--- src/rtl/mrd_pkg.sv ---
// mrd_pkg: shared lane/bank counts, write-back FSM states and crossbar array types
package mrd_pkg;
  localparam int N_LANE = 5;
  localparam int N_BANK = 5;
  typedef enum logic [1:0] {IDLE, RUN, DONE} wb_state_t;
  typedef logic [0:N_LANE-1][2:0] lane_idx_t;
  typedef logic [0:N_BANK-1][2:0] bank_sel_t;
  typedef logic [0:N_BANK-1] bank_en_t;
endpackage

--- src/rtl/mrd_wb_narrow.sv ---
// mrd_wb_narrow: reduces one signed component to wOut bits; saturates when MRD_RDX2345_WB_SAT_EN is defined, else wraps
module mrd_wb_narrow #(
  parameter int wIn = 30,
  parameter int wOut = 18
) (
  input  logic signed [wIn-1:0] din,
  output logic [wOut-1:0] dout
);
`ifdef MRD_RDX2345_WB_SAT_EN
  localparam logic signed [wIn-1:0] MAX = wIn'((1 << (wOut - 1)) - 1);
  localparam logic signed [wIn-1:0] MIN = -MAX - 1;
  assign dout = din > MAX ? {1'b0, {(wOut-1){1'b1}}} : din < MIN ? {1'b1, {(wOut-1){1'b0}}} : din[wOut-1:0];
`else
  logic unused_hi;
  assign unused_hi = ^din[wIn-1:wOut];
  assign dout = din[wOut-1:0];
`endif
endmodule

--- src/rtl/mrd_rdx2345_wb.sv ---
// mrd_rdx2345_wb: routes 5-lane beats through a 5x5 crossbar to bank write ports, counts stage beats, flags errors (saturation via MRD_RDX2345_WB_SAT_EN)
module mrd_rdx2345_wb
  import mrd_pkg::*;
#(
  parameter int wDataIn = 30,
  parameter int wMemData = 18,
  parameter int wAddr = 8,
  parameter int wLen = 11
) (
  input  logic clk,
  input  logic rst_n,
  input  logic stage_start,
  input  logic [wLen-1:0] stage_len,
  input  logic in_valid,
  input  logic [0:4][2:0] in_bank_index,
  input  logic [0:4][wAddr-1:0] in_bank_addr,
  input  logic [0:4][wDataIn-1:0] in_real,
  input  logic [0:4][wDataIn-1:0] in_imag,
  output logic [0:4] wr_en,
  output logic [0:4][wAddr-1:0] wr_addr,
  output logic [0:4][2*wMemData-1:0] wr_data,
  output logic stage_done,
  output logic busy,
  output logic err_conflict,
  output logic err_proto
);
  wb_state_t state, state_nx;
  logic [wLen-1:0] cnt, len, cnt_inc;
  logic accept, start_ok, conflict, bad_idx;
  logic [0:N_LANE-1][wMemData-1:0] nr, ni;
  bank_en_t hit;
  bank_sel_t sel;
  assign accept = in_valid && state == RUN && !stage_start;
  assign start_ok = stage_start && stage_len != '0;
  assign cnt_inc = cnt + 1'b1;
  assign stage_done = state == DONE;
  assign busy = state == RUN;
  for (genvar l = 0; l < N_LANE; l++) begin : g_lane
    mrd_wb_narrow #(.wIn(wDataIn), .wOut(wMemData)) u_re (.din(in_real[l]), .dout(nr[l]));
    mrd_wb_narrow #(.wIn(wDataIn), .wOut(wMemData)) u_im (.din(in_imag[l]), .dout(ni[l]));
  end
  // next state: a start always restarts; the final accepted beat moves to DONE
  always_comb begin
    state_nx = state;
    if (stage_start) state_nx = start_ok ? RUN : IDLE;
    else if (state == DONE) state_nx = IDLE;
    else if (accept && cnt_inc == len) state_nx = DONE;
  end
  // crossbar arbitration: lowest lane claiming a bank wins, later claimants and bad indices are flagged
  always_comb begin
    hit = '0;
    sel = '0;
    conflict = 1'b0;
    bad_idx = 1'b0;
    for (int l = 0; l < N_LANE; l++)
      if (in_bank_index[l] >= 3'(N_BANK)) bad_idx = 1'b1;
      else if (hit[in_bank_index[l]]) conflict = 1'b1;
      else begin
        hit[in_bank_index[l]] = 1'b1;
        sel[in_bank_index[l]] = 3'(l);
      end
  end
  // state register
  always_ff @(posedge clk or negedge rst_n)
    if (!rst_n) state <= IDLE;
    else state <= state_nx;
  // beat counter, latched length and sticky error flags
  always_ff @(posedge clk or negedge rst_n)
    if (!rst_n) begin
      cnt <= '0;
      len <= '0;
      err_conflict <= 1'b0;
      err_proto <= 1'b0;
    end else if (stage_start) begin
      cnt <= '0;
      len <= stage_len;
      err_conflict <= 1'b0;
      err_proto <= stage_len == '0;
    end else begin
      if (accept) cnt <= cnt_inc;
      if (accept && conflict) err_conflict <= 1'b1;
      if ((accept && bad_idx) || (in_valid && state != RUN)) err_proto <= 1'b1;
    end
  // bank write ports: unwritten banks keep their last address and data
  always_ff @(posedge clk or negedge rst_n)
    if (!rst_n) begin
      wr_en <= '0;
      wr_addr <= '0;
      wr_data <= '0;
    end else
      for (int b = 0; b < N_BANK; b++) begin
        wr_en[b] <= accept && hit[b];
        if (accept && hit[b]) begin
          wr_addr[b] <= in_bank_addr[sel[b]];
          wr_data[b] <= {nr[sel[b]], ni[sel[b]]};
        end
      end
endmodule

--- config.mk ---
export PLATFORM = sky130hd
export DESIGN_NAME = mrd_rdx2345_wb
export DESIGN_NICKNAME = d
export VERILOG_FILES = /design/src/rtl/mrd_pkg.sv /design/src/rtl/mrd_wb_narrow.sv /design/src/rtl/mrd_rdx2345_wb.sv
export SDC_FILE = /design/constraint.sdc
export NUM_CORES = 1
export LEC_CHECK = 0
export CAP_MARGIN = 20
export CELL_PAD_IN_SITES_DETAIL_PLACEMENT = 1
export CELL_PAD_IN_SITES_GLOBAL_PLACEMENT = 1
export CORE_MARGIN = 3
export CORE_UTILIZATION = 35
export CTS_CLUSTER_DIAMETER = 60
export DETAILED_ROUTE_END_ITERATION = 8
export PLACE_DENSITY_LB_ADDON = 0.12
export SETUP_SLACK_MARGIN = 0.3
export SYNTH_ARGS = -nofsm -noshare
export SYNTH_HDL_FRONTEND = slang
export SYNTH_SLANG_ARGS = --single-unit
--- constraint.sdc ---
create_clock -name clk -period 5.3 [get_ports clk]
set_input_delay 1.06 -clock clk [delete_from_list [all_inputs] [get_ports clk]]
set_output_delay 1.06 -clock clk [all_outputs]
set_load 0.005 [all_outputs]
==> impl_metrics.toml <==
[run_status]
outcome = "completed"

[cts]
cts_sinks = 251
clk_pin_slew_worst_paths_ps = 50
cts_buffer_depth = 3
cts-root-buf = "clkbuf_16"
cts_tree = "done"
h-tree-depth = 2
clk_latency_ps = 570
hold_buffers = 0
cts_resized = 0
cts_made_buffers = 38
post_cts_buffers = 0

[yosys]
synth.top_cells.by_count = "nor2_1 (254), dfrtp_1 (251), a211oi_1 (233)"
ys_seq_area_share_pct = 33.7
synth_cell_types = 77
yosys.area.top_type = "dfrtp_1"
synthTopCellsByArea = "dfrtp_1 (34%), a211oi_1 (9.4%), mux2i_1 (9.3%)"
synth_edf_count = 0
synth_flop_cell = "dfrtp_1"
syn_inst = 2014
syn_nets = 2385
synth_seq_cells = 251
synth_area_um2 = 18600
syn_avg_cell_area_um2 = 9.25
yosysTopAreaCellShare_pct = 33.7
ys_warn_count = 0
synth.most_common_cell = "nor2_1"
async_flop_share_pct = 100

[timing]
rsz0062_at_grt = "no"
maxSlewViolCount = 0
max_freq_mhz = 234
setup_tns_ps = 0
skew_ps = 22.4
finalCritPeriodShare_pct = 80.8
finalHoldViolCount = 0
relSlewSlack_pct = 27.1
min_period_ps = 4280
tightestPinTransition_ps = 1090
setup_violations = 0

[setup_path]
required_ps = 5790
crit_fanout = 34
critical_path_class = "in2reg"
cp_data_arrival_time_ps = 4770
r2r_slack_ps = 2320
worst_setup_path_start_kind = "input pin"
crit_path_end_kind = "flip-flop"

[routing]
vias_per_cell = 6.69
firstDrtPassIters = 5
final_antenna_net_count = 0
dr_total_vias = 20600
drtIter0Drc = 1761
finalWirelength_mm = 100
drc = 0
wl_per_cell_um = 32.5

[pwr]
power.density_nw_per_um2 = 346
ir_worst_vdd_mv = 0.284
finalPower_mw = 8.73
power_leakage_nw = 10.2

[die]
num_io_pins = 599
die-area_um2 = 56000
die-height_um = 237
die_w_um = 237
initial_core_util_pct = 35.8
design.core.area_um2 = 52000
fp-row-count = 83

[cells_and_area]
drive_gt1_share_pct = 11.6
fillers = 5804
synthToLayoutAreaGrowth_pct = 35.5
layout.nets = 2739

[hold_path]
hold_class = "in2async"

[global_routing]
antenna_found_initial = 8
grt_max_degree = 101
grt_pass1_vias = 21500
grt_pass1_wl_mm = 147
grtUsageTotal_pct = 34.5
grt_overflow = 0

[placement]
dpl.hpwl_mm = 65.2
io_buffers = 478
place.gp.congestion = 0.866

[run]
cap_violations = 0
per-stage QoR:
step	hold slack, ps	instances	utilization (%)	cell area [um^2]	setup slack, ps
after global placement	521	3008	46.1	24000	592
after CTS	535	3072	48.5	25200	1080
final	482	3078	48.5	25300	1020
after floorplan	501	2014	-	18600	2320
after global routing	555	3075	48.5	25200	885
after detailed placement	522	3008	46.1	24000	445
cells by family after synthesis:
| family | after synthesis | share of synthesized area [%] |
|---|---|---|
| AO/OA/AOI/OAI | 738 | 34.3 |
| XOR/XNOR | 23 | 1.08 |
| adder cells (fa/ha/maj) | 1 | 0.0671 |
| buffers and inverters | 266 | 6.71 |
| flip-flops | 251 | 33.7 |
| multiplexers | 184 | 9.96 |
| AND/OR/NAND/NOR | 551 | 14.1 |
where the power goes:
| part | internal (mW) | switching, mW | leakage (nW) | total, mW |
|---|---|---|---|---|
| combinational | 1.81 | 1.38 | 6.72 | 3.19 |
| clock | 1.61 | 1.00 | 0.618 | 2.62 |
| sequential | 2.47 | 0.463 | 2.84 | 2.93 |
| total | 5.89 | 2.85 | 10.2 | 8.73 |
critical path, stage by stage:
cell	delay [ps]
clkdlybuf4s50_1	690
and3b_1	490
nor2_1	170
a31oi_2	320
o31ai_4	200
o31ai_4	780
buf_4	700
o221a_2	320
registers in the layout (all words and copies together), names as in the netlist:
register	cells
wr_addr	40
err_proto	1
cnt	11
state	2
wr_en	5
err_conflict	1
wr_data	180
len	11
final cells by class:
type | instances | area, um^2 | share of cell area (%)
antenna | 6 | 15.0 | 0.0595
multi-input combinational | 1497 | 11300 | 44.6
tap | 680 | 851 | 3.37
timing repair buffer | 542 | 5460 | 21.6
clock inverter | 8 | 123 | 0.486
sequential | 251 | 6280 | 24.9
clock buffer | 56 | 1130 | 4.47
inverter | 38 | 143 | 0.565
cell usage in the layout, fill, tap and decap left out, types with 6 or more instances in the layout:
cell / netlist / final
o21ai_0: 11 / 10
clkbuf_1: 136 / 8
nor3_1: 55 / 54
nor4_1: 17 / 17
mux2_2: 11 / 11
nand3_1: 56 / 54
nand2b_1: 8 / 6
nor2_1: 254 / 253
buf_12: 0 / 15
a31oi_1: 18 / 17
diode_2: 0 / 6
clkbuf_8: 0 / 9
o22a_1: 34 / 34
mux2i_1: 173 / 173
dfrtp_1: 251 / 251
nor3b_2: 7 / 7
o221a_1: 44 / 44
xnor2_1: 12 / 12
a21oi_1: 59 / 59
a211o_1: 89 / 89
a221oi_2: 35 / 35
a211oi_1: 233 / 233
buf_4: 12 / 49
o22ai_1: 10 / 10
clkdlybuf4s50_1: 0 / 477
o221ai_1: 36 / 36
o221a_2: 44 / 44
a221oi_1: 7 / 7
nand2_1: 93 / 90
inv_1: 38 / 38
clkbuf_16: 0 / 39
a211oi_2: 9 / 9
a311oi_1: 76 / 76
xor2_1: 11 / 11
worst paths after layout:
check                                  start     endpoint  depth (start not counted)
max                        in_bank_index[14]  wr_addr[24]                          8
min                                    rst_n      len[10]                          1
max reg2reg                         state[1]  wr_addr[24]                          6
min reg2reg                          len[10]      len[10]                          1
max in group asynchronous              rst_n  wr_addr[38]                          2
min in group clk                     len[10]      len[10]                          1
metal layers:
metal  GRT usage, %  part of all wire [%]  wire, um
met3           7.93                   8.7      8700
met4           13.3                   3.9      3900
met1           45.8                    42     42200
met2           54.4                    45     45300
met5              0                 0.017        17
Power figures use the tool's default switching activity.
